### config.mk
export PLATFORM = sky130hd
export DESIGN_NAME = regfile_scoreboard
export DESIGN_NICKNAME = d
export VERILOG_FILES = /design/src/rtl/riscv_pkg.sv /design/src/rtl/regfile_scoreboard_bits.sv /design/src/rtl/regfile_scoreboard.sv
export SDC_FILE = /design/constraint.sdc
export NUM_CORES = 2
export LEC_CHECK = 0
export CAP_MARGIN = 20
export CORE_MARGIN = 5
export CORE_UTILIZATION = 65
export CTS_CLUSTER_SIZE = 20
export DETAILED_ROUTE_END_ITERATION = 7
export GPL_ROUTABILITY_DRIVEN = 0
export HOLD_SLACK_MARGIN = 0.12
export PLACE_DENSITY_LB_ADDON = 0.2
export REMOVE_ABC_BUFFERS = 1
export SLEW_MARGIN = 10
export SYNTH_ARGS = -nofsm -noshare
export SYNTH_HDL_FRONTEND = slang
export SYNTH_HIERARCHICAL = 1
export SYNTH_SLANG_ARGS = --single-unit
export TNS_END_PERCENT = 1
### constraint.sdc
create_clock -name CLK -period 87.8 [get_ports CLK]
set_input_delay 13.17 -clock CLK [delete_from_list [all_inputs] [get_ports CLK]]
set_output_delay 13.17 -clock CLK [all_outputs]
set_load 0.01 [all_outputs]
### src/rtl/riscv_pkg.sv
// Shared RISC-V core definitions: architectural register file geometry and the
// address type used by the register file and its scoreboard.
package RISCV_PKG;

    localparam int REG_WIDTH          = 32;
    localparam int REG_COUNT          = 32;
    localparam int ADDRESS_PORT_WIDTH = $clog2(REG_COUNT);

    typedef logic [ADDRESS_PORT_WIDTH-1:0] reg_addr_t;

    // Where a read port takes its data from in the current cycle.
    typedef enum logic [1:0] {
        RD_SRC_ZERO   = 2'd0,
        RD_SRC_STORE  = 2'd1,
        RD_SRC_BYPASS = 2'd2
    } rd_src_e;

endpackage

### src/rtl/regfile_scoreboard_bits.sv
// Pending-write scoreboard: one bit per architectural register, set on issue,
// cleared on writeback or flush, plus a registered count of pending registers.
module scoreboard_bits
    import RISCV_PKG::*;
#(
    parameter  int NREG      = REG_COUNT,
    parameter  int NUM_WRITE = 1,
    localparam int AW        = $clog2(NREG)
) (
    input  logic                          CLK,
    input  logic                          Reset,
    input  logic                          i_issue_en,
    input  logic [AW-1:0]                 i_issue_rd,
    input  logic                          i_flush,
    input  logic [NUM_WRITE-1:0]          i_wr_en,
    input  logic [NUM_WRITE-1:0][AW-1:0]  i_wr_addr,
    output logic [NREG-1:0]               o_pending,
    output logic [AW:0]                   o_pending_count
);

    logic [NREG-1:0] r_pending;
    logic [AW:0]     r_count;
    logic [NREG-1:0] w_set;
    logic [NREG-1:0] w_clr;
    logic [NREG-1:0] w_pending_nxt;
    logic [AW:0]     w_count_nxt;

    // NOTE: every always_comb output gets a default before any conditional
    // assignment, otherwise synthesis infers a latch for the untouched paths.
    always_comb begin
        w_set = '0;
        w_clr = '0;
        if (i_issue_en && (i_issue_rd != '0)) begin
            w_set[i_issue_rd] = 1'b1;
        end
        for (int w = 0; w < NUM_WRITE; w++) begin
            if (i_wr_en[w] && (i_wr_addr[w] != '0)) begin
                w_clr[i_wr_addr[w]] = 1'b1;
            end
        end
        // Issue is applied last so it survives both a same-cycle writeback and a flush.
        w_pending_nxt = (i_flush ? '0 : (r_pending & ~w_clr)) | w_set;
    end

    // NOTE: blocking assignments are correct here: the accumulator is a purely
    // combinational chain evaluated in order, not state.
    always_comb begin
        w_count_nxt = '0;
        for (int i = 0; i < NREG; i++) begin
            w_count_nxt = w_count_nxt + {{AW{1'b0}}, w_pending_nxt[i]};
        end
    end

    always_ff @(posedge CLK or posedge Reset) begin
        if (Reset) begin
            r_pending <= '0;
            r_count   <= '0;
        end else begin
            r_pending <= w_pending_nxt;
            r_count   <= w_count_nxt;
        end
    end

    assign o_pending       = r_pending;
    assign o_pending_count = r_count;

endmodule

### src/rtl/regfile_scoreboard.sv
// Multi-port integer register file with a pending-write scoreboard.
// Define REGFILE_BYPASS_EN to forward same-cycle writeback data to the read ports.
module regfile_scoreboard
    import RISCV_PKG::*;
#(
    parameter  int NUM_READ  = 2,
    parameter  int NUM_WRITE = 1,
    parameter  int XLEN      = REG_WIDTH,
    parameter  int NREG      = REG_COUNT,
    localparam int AW        = $clog2(NREG)
) (
    input  logic                           CLK,
    input  logic                           Reset,
    input  logic [NUM_READ-1:0][AW-1:0]    RdAddr,
    output logic [NUM_READ-1:0][XLEN-1:0]  RdData,
    output logic [NUM_READ-1:0]            RdReady,
    input  logic [NUM_WRITE-1:0]           WrEn,
    input  logic [NUM_WRITE-1:0][AW-1:0]   WrAddr,
    input  logic [NUM_WRITE-1:0][XLEN-1:0] WrData,
    input  logic                           IssueEn,
    input  logic [AW-1:0]                  IssueRd,
    input  logic                           Flush,
    output logic [AW:0]                    PendingCount
);

    logic [XLEN-1:0] r_regs [NREG];
    logic [NREG-1:0] w_pending;
    rd_src_e         w_rd_src [NUM_READ];
`ifdef REGFILE_BYPASS_EN
    logic [NUM_READ-1:0][XLEN-1:0] w_byp_data;
`endif

    scoreboard_bits #(
        .NREG      (NREG),
        .NUM_WRITE (NUM_WRITE)
    ) u_scoreboard_bits (
        .CLK             (CLK),
        .Reset           (Reset),
        .i_issue_en      (IssueEn),
        .i_issue_rd      (IssueRd),
        .i_flush         (Flush),
        .i_wr_en         (WrEn),
        .i_wr_addr       (WrAddr),
        .o_pending       (w_pending),
        .o_pending_count (PendingCount)
    );

    // NOTE: the storage array is reset on purpose so every register reads 0
    // after reset; this keeps it in flops rather than a RAM macro.
    always_ff @(posedge CLK or posedge Reset) begin
        if (Reset) begin
            for (int i = 0; i < NREG; i++) begin
                r_regs[i] <= '0;
            end
        end else begin
            // Higher-numbered ports are visited last, so they win on a collision.
            for (int w = 0; w < NUM_WRITE; w++) begin
                if (WrEn[w] && (WrAddr[w] != '0)) begin
                    r_regs[WrAddr[w]] <= WrData[w];
                end
            end
        end
    end

    // Source selection per read port; x0 and reset both force the zero source.
    always_comb begin
        for (int r = 0; r < NUM_READ; r++) begin
            w_rd_src[r] = RD_SRC_ZERO;
`ifdef REGFILE_BYPASS_EN
            w_byp_data[r] = '0;
`endif
            if (!Reset && (RdAddr[r] != '0)) begin
                w_rd_src[r] = RD_SRC_STORE;
`ifdef REGFILE_BYPASS_EN
                for (int w = 0; w < NUM_WRITE; w++) begin
                    if (WrEn[w] && (WrAddr[w] == RdAddr[r])) begin
                        w_rd_src[r]   = RD_SRC_BYPASS;
                        w_byp_data[r] = WrData[w];
                    end
                end
`endif
            end
        end
    end

    always_comb begin
        for (int r = 0; r < NUM_READ; r++) begin
            RdData[r]  = '0;
            RdReady[r] = 1'b1;
            case (w_rd_src[r])
                RD_SRC_STORE: begin
                    RdData[r]  = r_regs[RdAddr[r]];
                    RdReady[r] = ~w_pending[RdAddr[r]];
                end
`ifdef REGFILE_BYPASS_EN
                RD_SRC_BYPASS: begin
                    RdData[r]  = w_byp_data[r];
                    RdReady[r] = 1'b1;
                end
`endif
                default: begin
                    RdData[r]  = '0;
                    RdReady[r] = 1'b1;
                end
            endcase
        end
    end

endmodule
==> insert_results.sql <==
INSERT INTO impl_metrics (metric_group, metric, value, unit) VALUES
('sta', 'grt_setup_unrepaired', 'no', ''),
('final_layout', 'sequential_cell_area', '0.02658', 'sq mm'),
('floorplanning', 'placementRows', '109', ''),
('synth', 'syn-instance-count', '4367', ''),
('sta', 'final_period_minus_worst_setup_slack', '30180', 'ps'),
('synth', 'yosysWarningCount', '6', ''),
('floorplanning', 'chip_height', '308.7', 'microns'),
('detailed_routing', 'detail_routed_via_count_per_cell', '7.204', ''),
('global_routing', 'globalRouteTotalUtil', '36.24', '%'),
('global_routing', 'grt_antenna_before_repair', '1', ''),
('power_and_ir_drop', 'share_seq_of_total_power', '46.4', '%'),
('clock_tree', 'cts_tree', 'yes', ''),
('worst_setup_path', 'critical_path.max_fanout', '70', ''),
('final_layout', 'layout-drive-gt1-share', '35.22', '%'),
('detailed_routing', 'routedWlPerCell', '31.49', 'microns'),
('sta', 'timing.setup.tns', '0', 'ps'),
('power_and_ir_drop', 'clockPowerShare', '34.9', '%'),
('detailed_routing', 'drtIter0Drc', '4493', ''),
('worst_setup_path', 'cp.arrival', '17010', 'ps'),
('power_and_ir_drop', 'power_switching', '384.7', 'uW'),
('final_layout', 'multiInputGateArea', '0.02906', 'sq mm'),
('worst_setup_path', 'critPathCaptureType', 'output port', ''),
('clock_tree', 'clkLatencyLatePin', '690', 'ps'),
('power_and_ir_drop', 'p_int', '1.016', 'mW'),
('placement', 'post-dp-hpwl', '99790', 'microns'),
('placement', 'place_inst', '5299', ''),
('worst_setup_path', 'type_of_the_worst_setup_path', 'in2out', ''),
('floorplanning', 'core_region_area', '0.08851', 'sq mm'),
('worst_setup_path', 'start_kind', 'input pin', ''),
('clock_tree', 'ctsHoldBuffers', '0', ''),
('worst_setup_path', 'worst_ep_required_time', '74630', 'ps'),
('clock_tree', 'ctsRootBufferMaster', 'sky130_fd_sc_hd__clkbuf_16', ''),
('placement', 'port_buffers', '128', ''),
('power_and_ir_drop', 'switching_power_share_of_the_total', '27.47', '%'),
('job', 'cap_violations', '0', ''),
('synth', 'synth_top_flop_cell', 'sky130_fd_sc_hd__dfrtp_1', ''),
('global_routing', 'grt_max_degree', '183', ''),
('synth', 'netlist_area', '0.05800', 'sq mm'),
('sta', 'slew_headroom', '20.38', '%'),
('clock_tree', 'cts_buffer_depth', '3', ''),
('final_layout', 'final_design_area_no_fill', '0.06317', 'sq mm'),
('sta', 'final.hold.worst_slack', '395.9', 'ps'),
('detailed_routing', 'detailroute.via_count', '39685', ''),
('sta', 'final_setup_violation_count', '0', ''),
('clock_tree', 'post_cts_resized', '0', ''),
('power_and_ir_drop', 'pwr-share-comb', '18.7', '%'),
('outcome', 'status', 'completed', ''),
('worst_setup_path', 'timing.reg2reg.worst_path_depth', '18', ''),
('final_layout', 'fill_cells', '6013', ''),
('synth', 'post_synth.cell_area_avg', '13.28', 'sq um'),
('final_layout', 'antenna_cells', '0', ''),
('sta', 'max_slew.worst_pin.slew', '1190', 'ps'),
('sta', 'fin_crit_sh', '34.37', '%'),
('power_and_ir_drop', 'max-vdd-ir-drop', '0.01569', 'mV'),
('detailed_routing', 'detail_route.wirelength', '173500', 'microns'),
('power_and_ir_drop', 'power_per_cell_area', '22.17', 'mW/mm^2'),
('floorplanning', 'chipWidth', '308.7', 'microns'),
('global_routing', 'grt_first_pass_wirelength', '260100', 'microns'),
('sta', 'timing.final.max_slew_violations', '0', ''),
('synth', 'synth_enable_flop_cells', '0', ''),
('clock_tree', 'post_cts.repair.setup_buffers', '0', ''),
('detailed_routing', 'drt_pass1_iterations', '5', ''),
('sta', 'fmax', '0.03314', 'GHz'),
('clock_tree', 'clock_sinks', '1062', ''),
('global_routing', 'global_route_congestion_overflow_total', '0', ''),
('clock_tree', 'cts_max_level', '3', ''),
('detailed_routing', 'remaining_drc_errors', '0', ''),
('floorplanning', 'floorplan.initialDensity', '65.53', '%'),
('min_path', 'hold_path.class', 'reg2reg', ''),
('min_path', 'hold_depth', '0', ''),
('floorplanning', 'die_area', '0.09530', 'sq mm');
-- sequential cells by signal, summed over array words and instances (netlist names) --
name                               cells
r_regs                              1024
u_scoreboard_bits/o_pending_count      6
u_scoreboard_bits/o_pending           32
-- metal layers --
metal / up-vias / wire (microns) / GRT usage, %
li1: 16238 / - / -
met4: 2 / 8694 / 15.38
met3: 506 / 18220 / 9.633
met2: 2218 / 77890 / 54.61
met5: - / 10 / 0
met1: 20721 / 68680 / 50.61
-- cell families after synthesis --
kind of cell	share of synthesized area (%)
mux	38.47
flops	45.82
compound gates	5.995
buf+inv	4.373
simple gates	4.317
fa+ha+maj	0.9794
xor+xnor	0.04531
-- power groups by stage --
stage / registers (mW) / clock network (mW) / logic [mW]
final: 0.650 / 0.489 / 0.262
after global routing: 0.659 / 0.512 / 0.283
after CTS: 0.646 / 0.492 / 0.260
after detailed placement: 0.654 / 0 / 0.258
after global placement: 0.647 / 0 / 0.250
after floorplan: 0.635 / 0 / 0.188
-- area by class of cell --
cell class	instances	share of cell area [%]
sequential	1062	42.07
multi-input combinational	2818	46.01
clock inverter	36	0.6873
inverter	32	0.2020
tap	1165	2.308
clock buffer	169	5.302
timing repair buffer	227	3.421
-- final timing paths --
check	slack (ps)	endpoint	from
max	57620	RdData[36]	RdAddr[7]
min	400	r_regs[1014]	r_regs[1014]
max reg2reg	82460	u_scoreboard_bits/o_pending_count[4]	u_scoreboard_bits/o_pending[21]
min reg2reg	400	r_regs[1014]	r_regs[1014]
max in group asynchronous	72230	r_regs[443]	Reset
min in group asynchronous	13150	r_regs[943]	Reset
-- cells in the mapped netlist, drive strengths merged (2+ instances only) --
cell type	instances	area, sq um
buf	250	1645
nor3b	8	85.08
and4	2	17.52
nand2	110	412.9
a32oi	18	157.7
mux4	224	5045
nand3	157	785.8
nor2b	41	256.5
ha	7	87.58
inv	32	120.1
nand2b	3	18.77
o31a	2	17.52
a22oi	310	2327
fa	24	480.5
nand3b	11	82.58
a21o	2	15.01
and2	7	43.80
a21oi	86	430.4
mux2i	609	6096
o21a	24	180.2
nor2	28	245.2
or3b	7	71.32
or2	2	12.52
dfrtp	1062	26580
mux2	992	11170
o21ai	63	315.3
xnor2	2	17.52
nand4	66	412.9
nor3	3	15.01
clkbuf	205	770.7
-- through the flow --
stage / utilization, % / setup slack (ps)
floorplan: - / 45810
global placement: 66.96 / 57700
detailed placement: 66.99 / 57710
CTS: 71.26 / 57720
global route: 71.37 / 57550
finish: 71.37 / 57620
-- worst max-delay path: stages --
cell and delay, ps:
sky130_fd_sc_hd__buf_8 500, sky130_fd_sc_hd__buf_4 670, sky130_fd_sc_hd__buf_4 860, sky130_fd_sc_hd__o21ba_2 570, sky130_fd_sc_hd__a32oi_1 180, sky130_fd_sc_hd__nand4_1 290, sky130_fd_sc_hd__clkdlybuf4s50_1 600
Power figures use the tool's default switching activity.
